<file path="config.mk">
export PLATFORM = sky130hd
export DESIGN_NAME = rule_conf_loader
export DESIGN_NICKNAME = d
export VERILOG_FILES = /design/src/rtl/rule_conf_loader.sv
export SDC_FILE = /design/constraint.sdc
export NUM_CORES = 1
export LEC_CHECK = 0
export ABC_CLOCK_PERIOD_IN_PS = 19100
export CORE_AREA = 2 2 270 272
export CTS_BUF_LIST = sky130_fd_sc_hd__clkbuf_8 sky130_fd_sc_hd__clkbuf_16
export CTS_CLUSTER_DIAMETER = 150
export DETAILED_ROUTE_END_ITERATION = 10
export DIE_AREA = 0 0 272 274
export GPL_ROUTABILITY_DRIVEN = 0
export GPL_TIMING_DRIVEN = 0
export PLACE_DENSITY = 0.81
export SLEW_MARGIN = 5
export SYNTH_ARGS = -nofsm -noshare
export SYNTH_HDL_FRONTEND = slang
export SYNTH_SLANG_ARGS = --single-unit
</file>
<file path="constraint.sdc">
create_clock -name i_clk -period 19.1 [get_ports i_clk]
set_input_delay 3.82 -clock i_clk [delete_from_list [all_inputs] [get_ports i_clk]]
set_output_delay 3.82 -clock i_clk [all_outputs]
set_load 0.02 [all_outputs]
</file>
<file path="src/rtl/rule_conf_loader.sv">
// Host-side loader for the parser rule-config bus: pairs host words into (addr, data),
// filters illegal info types, buffers them and replays them as single-cycle writes.
module rule_conf_loader #(
   parameter int FIFO_DEPTH    = 16,
   parameter int GAP_CYCLES    = 0,
   parameter int MAX_INFO_TYPE = 5
) (
   input  logic        i_clk,
   input  logic        i_rst,
   input  logic        i_host_valid,
   input  logic [31:0] i_host_data,
   output logic        o_host_ready,
   input  logic        i_flush,
   input  logic        i_clr_err,
   output logic        o_rule_wren,
   output logic [31:0] o_rule_addr,
   output logic [31:0] o_rule_wdata,
   output logic        o_busy,
   output logic        o_err_badtype,
   output logic [15:0] o_wr_cnt,
   output logic [15:0] o_drop_cnt
);
   localparam int AW = $clog2(FIFO_DEPTH);

   localparam logic       PH_ADDR = 1'b0;
   localparam logic       PH_DATA = 1'b1;
   localparam logic [0:0] ST_IDLE = 1'b0;
   localparam logic [0:0] ST_GAP  = 1'b1;

   localparam logic [3:0] GAP_LD = 4'(GAP_CYCLES);
   localparam logic [2:0] MAX_T  = 3'(MAX_INFO_TYPE);

   typedef struct packed {
      logic [31:0] addr;
      logic [31:0] data;
   } pair_t;

   pair_t         mem [FIFO_DEPTH];
   logic [AW-1:0] wr_ptr, rd_ptr;
   logic [AW:0]   count;
   logic          phase;
   logic [0:0]    state;
   logic [3:0]    gap_cnt;
   logic [31:0]   addr_q;

   logic fifo_full, fifo_empty, hs, type_ok, push, drop, pop;

   assign fifo_full  = (count == (AW+1)'(FIFO_DEPTH));
   assign fifo_empty = (count == '0);

   // Full is judged on start-of-cycle occupancy, so a same-cycle pop never frees a slot.
   always_comb begin
      o_host_ready = 1'b0;
      if (!i_rst && !i_flush)
         o_host_ready = (phase == PH_ADDR) || !fifo_full;
   end

   assign hs      = i_host_valid & o_host_ready;
   assign type_ok = (addr_q[10:8] <= MAX_T);
   assign push    = hs & (phase == PH_DATA) & type_ok;
   assign drop    = hs & (phase == PH_DATA) & ~type_ok;
   assign pop     = ~i_flush & (state == ST_IDLE) & ~fifo_empty;

   assign o_busy = ~fifo_empty | (phase == PH_DATA) | (state == ST_GAP) | o_rule_wren;

   always_ff @(posedge i_clk) begin
      if (push) mem[wr_ptr] <= '{addr: addr_q, data: i_host_data};
   end

   always_ff @(posedge i_clk) begin
      if (i_rst) begin
         wr_ptr <= '0;
         rd_ptr <= '0;
         count  <= '0;
         phase  <= PH_ADDR;
         addr_q <= '0;
      end else if (i_flush) begin
         wr_ptr <= '0;
         rd_ptr <= '0;
         count  <= '0;
         phase  <= PH_ADDR;
      end else begin
         if (hs) begin
            if (phase == PH_ADDR) addr_q <= i_host_data;
            phase <= ~phase;
         end
         if (push) wr_ptr <= wr_ptr + AW'(1);
         if (pop)  rd_ptr <= rd_ptr + AW'(1);
         case ({push, pop})
            2'b10:   count <= count + (AW+1)'(1);
            2'b01:   count <= count - (AW+1)'(1);
            default: count <= count;
         endcase
      end
   end

   // Issue side: a pop registers the head and strobes wren on the following cycle.
   always_ff @(posedge i_clk) begin
      if (i_rst) begin
         state        <= ST_IDLE;
         gap_cnt      <= '0;
         o_rule_wren  <= 1'b0;
         o_rule_addr  <= '0;
         o_rule_wdata <= '0;
         o_wr_cnt     <= '0;
      end else begin
         o_rule_wren <= pop;
         if (pop) begin
            o_rule_addr  <= mem[rd_ptr].addr;
            o_rule_wdata <= mem[rd_ptr].data;
            if (o_wr_cnt != 16'hFFFF) o_wr_cnt <= o_wr_cnt + 16'd1;
         end
         if (i_flush) begin
            state   <= ST_IDLE;
            gap_cnt <= '0;
         end else if (state == ST_IDLE) begin
            if (pop && GAP_LD != 4'd0) begin
               state   <= ST_GAP;
               gap_cnt <= GAP_LD;
            end
         end else begin
            gap_cnt <= gap_cnt - 4'd1;
            if (gap_cnt == 4'd1) state <= ST_IDLE;
         end
      end
   end

   // A fresh bad pair outranks a clear in the same cycle.
   always_ff @(posedge i_clk) begin
      if (i_rst) begin
         o_err_badtype <= 1'b0;
         o_drop_cnt    <= '0;
      end else begin
         if (drop)           o_err_badtype <= 1'b1;
         else if (i_clr_err) o_err_badtype <= 1'b0;
         if (drop && o_drop_cnt != 16'hFFFF) o_drop_cnt <= o_drop_cnt + 16'd1;
      end
   end
endmodule

</file>
==> flow_summary.ini <==
[floorplan]
num_rows = 99
die_h_um = 274
die_w_um = 272
fp.coreArea_mm2 = 0.07197
initial_core_util = 0.6207
die-area_mm2 = 0.07453
pin_count = 137

[route]
ant_nets = 0
drc = 0
vias = 24330
drt_iter0_markers = 3651
finalWirelength_mm = 115.7
first_pass_iters = 5
wire_per_inst_um = 32.53
viasPerCell = 6.844

[sta]
fin_ws_ps = 9035
finalHoldViolations = 0
tns_ps = 0
worst_pin_slew_ps = 1286
rsz0062_at_grt = no
slew_headroom = 0.1427
skew_ps = 25.42
drv_slew = 0
period_share = 0.5269
max_freq_ghz = 0.09936
setup_violations = 0
min_period_ps = 10060

[power_and_ir_drop]
power_frac_comb = 0.010
clockPowerShare = 0.447
p_seq_frac = 0.543
p_int_mw = 4.125
vdd_drop_max_v = 0.00007183
switching_share = 0.1972
p_switching_mw = 1.013
leakage_nw = 15.74
powerDensity_mw_per_mm2 = 98.25

[critical_path]
arrival_ps = 6240
required_ps = 15280
crit_chain = clkdlybuf4s50_1 -> clkbuf_1 -> or2_2 -> clkbuf_1 -> a21oi_1 -> clkdlybuf4s50_1
cp_max_fo = 10
crit_type = input port to primary output
cp_top_family = buffers and inverters
critical_path_buf_inv_count = 4
cp-end-kind = primary output
cp_slowest_stage_delay_ps = 580
worstSetupStartpointType = input port
cp_slowest_cell = clkdlybuf4s50_1

[global_route]
grt_antenna_before_repair = 0
grt_pass1_vias = 25230
grt_max_degree = 26
grt_overflow = 0
track_usage = 0.3140
grt_pass1_wl_mm = 168.0

[synth]
synth_nets = 2232
syn_inst = 2182
synth-seq-cells = 1173
syn_area_mm2 = 0.04467
yosys_warnings = 0
synth_ff_type = edfxtp_1
async_reset_ff_frac = 0
synth_seq_area_share = 0.7551
synth_cell_types = 51
syn_area_per_cell_um2 = 20.47
synth-edff-count = 1024

[min_path]
hold_path.class = flip-flop to flip-flop

[flow_run]
maxCapViolCount = 0

[cells_and_area]
nets = 2549
fillers = 3747
area_growth_pct = 17.07
drive_above_1_share = 0.2616
multiInputGateArea_mm2 = 0.01049
area.sequential_mm2 = 0.03373
diodes = 0

[clocking]
clkTransAtPathRegs_ps = 60
clk_latency_ps = 680
cts-htree-levels = 3
clk_path_buf_depth = 3
cts_resized = 0
numCtsBuffers = 111
post_cts_buffers = 0
cts_root_buffer = clkbuf_16
cts_tree = yes
postCtsHoldBufs = 0
clock-sinks = 1173

[placement]
port_buffers = 136
dp_hpwl_mm = 69.47
dpl_worst_slack_ps = 9185

[run_status]
status = finished clean
power groups by stage:
stage               logic, mW  clock network, mW  registers [mW]
floorplan              0.0142                  0            2.84
global placement       0.0447                  0            2.84
detailed placement     0.0482                  0            2.84
CTS                    0.0493               2.30            2.79
global route           0.0536               2.39            2.79
finish                 0.0508               2.30            2.79
worst reg2reg max path: cells and delay by family, from the launching register on:
kind | cells | cell delay (ps)
buffers and inverters | 3 | 2620
muxes | 2 | 750
DFF | 1 | 340
AOI/OAI and AO/OA | 1 | 300
layout make-up:
class	instances	share of cell area
inverter	11	0.0007895
timing repair buffer	204	0.04715
clock buffer	126	0.05749
multi-input combinational	875	0.2005
buffer	123	0.01026
sequential	1173	0.6450
tap	959	0.02294
clock inverter	84	0.01584
cells in the mapped netlist (all sizes together), types with 2 or more instances:
cell,n,share of area
nor4,10,0.0014
o2111ai,4,0.00078
nand2,88,0.0074
and3,4,0.00056
mux4,256,0.13
or3,5,0.00070
edfxtp,1024,0.69
a21oi,42,0.0047
a211oi,2,0.00045
ha,13,0.0036
xnor2,21,0.0041
nand2b,6,0.00084
a211o,2,0.00039
and4,4,0.00078
nand3b,15,0.0026
and2,5,0.00070
mux2,102,0.026
nor3b,54,0.0091
o21ai,9,0.0013
dfxtp,149,0.067
o211ai,2,0.00034
nor2,65,0.0055
inv,11,0.00092
a221o,51,0.011
nand3,12,0.0013
or4,2,0.00042
buf,57,0.0065
clkbuf,66,0.0055
nor3,12,0.0013
nor4b,5,0.00098
o221ai,13,0.0025
nand4,14,0.0020
mux2i,31,0.0069
xor2,18,0.0035
kinds of logic (layout without fill, tap and decap cells):
group	Yosys count	after routing	synth area share
buffers and inverters	134	548	0.01294
xor gates and xnor gates	39	39	0.007646
and+or+nand+nor	303	303	0.03596
DFF	1173	1173	0.7551
adders and majority gates	13	13	0.003641
AOI/OAI and AO/OA	131	131	0.02299
muxes	389	389	0.1617
layout by cell type, fill, tap and decap left out, drive strengths merged, types with 13 or more instances in the layout:
cell	n
ha	13
mux4	256
xor2	18
clkinv	38
xnor2	21
nor2	65
a21oi	42
dfxtp	149
o221ai	13
buf	125
nand3b	15
inv	34
mux2i	31
a221o	51
clkdlybuf4s50	136
nand2	88
edfxtp	1024
mux2	102
clkbuf	192
nor3b	54
bufinv	15
nand4	14
metrics by stage:
stage	area [um2]	power [mW]	instances	utilization	hold WS [ps]
after floorplan	44670	2.854	2182	-	468.5
after global placement	47230	2.887	3277	0.6563	467.2
after detailed placement	48460	2.892	3345	0.6734	484.8
after CTS	52300	5.143	3555	0.7267	495.6
after global routing	52300	5.233	3555	0.7267	514.5
final	52300	5.138	3555	0.7267	487.9
worst paths after layout:
check | start | end | slack [ps] | cells after the start
max reg2reg | rd_ptr[2] | o_rule_addr[16] | 14980 | 6
min | o_err_badtype | o_err_badtype | 490 | 2
min reg2reg | o_err_badtype | o_err_badtype | 490 | 2
max | i_rst | o_host_ready | 9040 | 6
metal layers:
| layer | GRT usage | vias up | part of all wire |
|---|---|---|---|
| met5 | 0 | - | 0 |
| met3 | 0.06533 | 382 | 0.12 |
| met1 | 0.4108 | 12380 | 0.34 |
| li1 | - | 9605 | - |
| met4 | 0.1452 | 0 | 0.047 |
| met2 | 0.5143 | 1967 | 0.49 |
state kept, by name, summed over array words and instances, names as in the netlist:
signal         cells
o_rule_wdata      32
o_rule_wren        1
o_rule_addr       32
o_drop_cnt        16
gap_cnt            4
rd_ptr             4
state              1
o_wr_cnt          16
count              5
phase              1
addr_q            32
wr_ptr             4
mem             1024
o_err_badtype      1
Power figures use the tool's default switching activity.
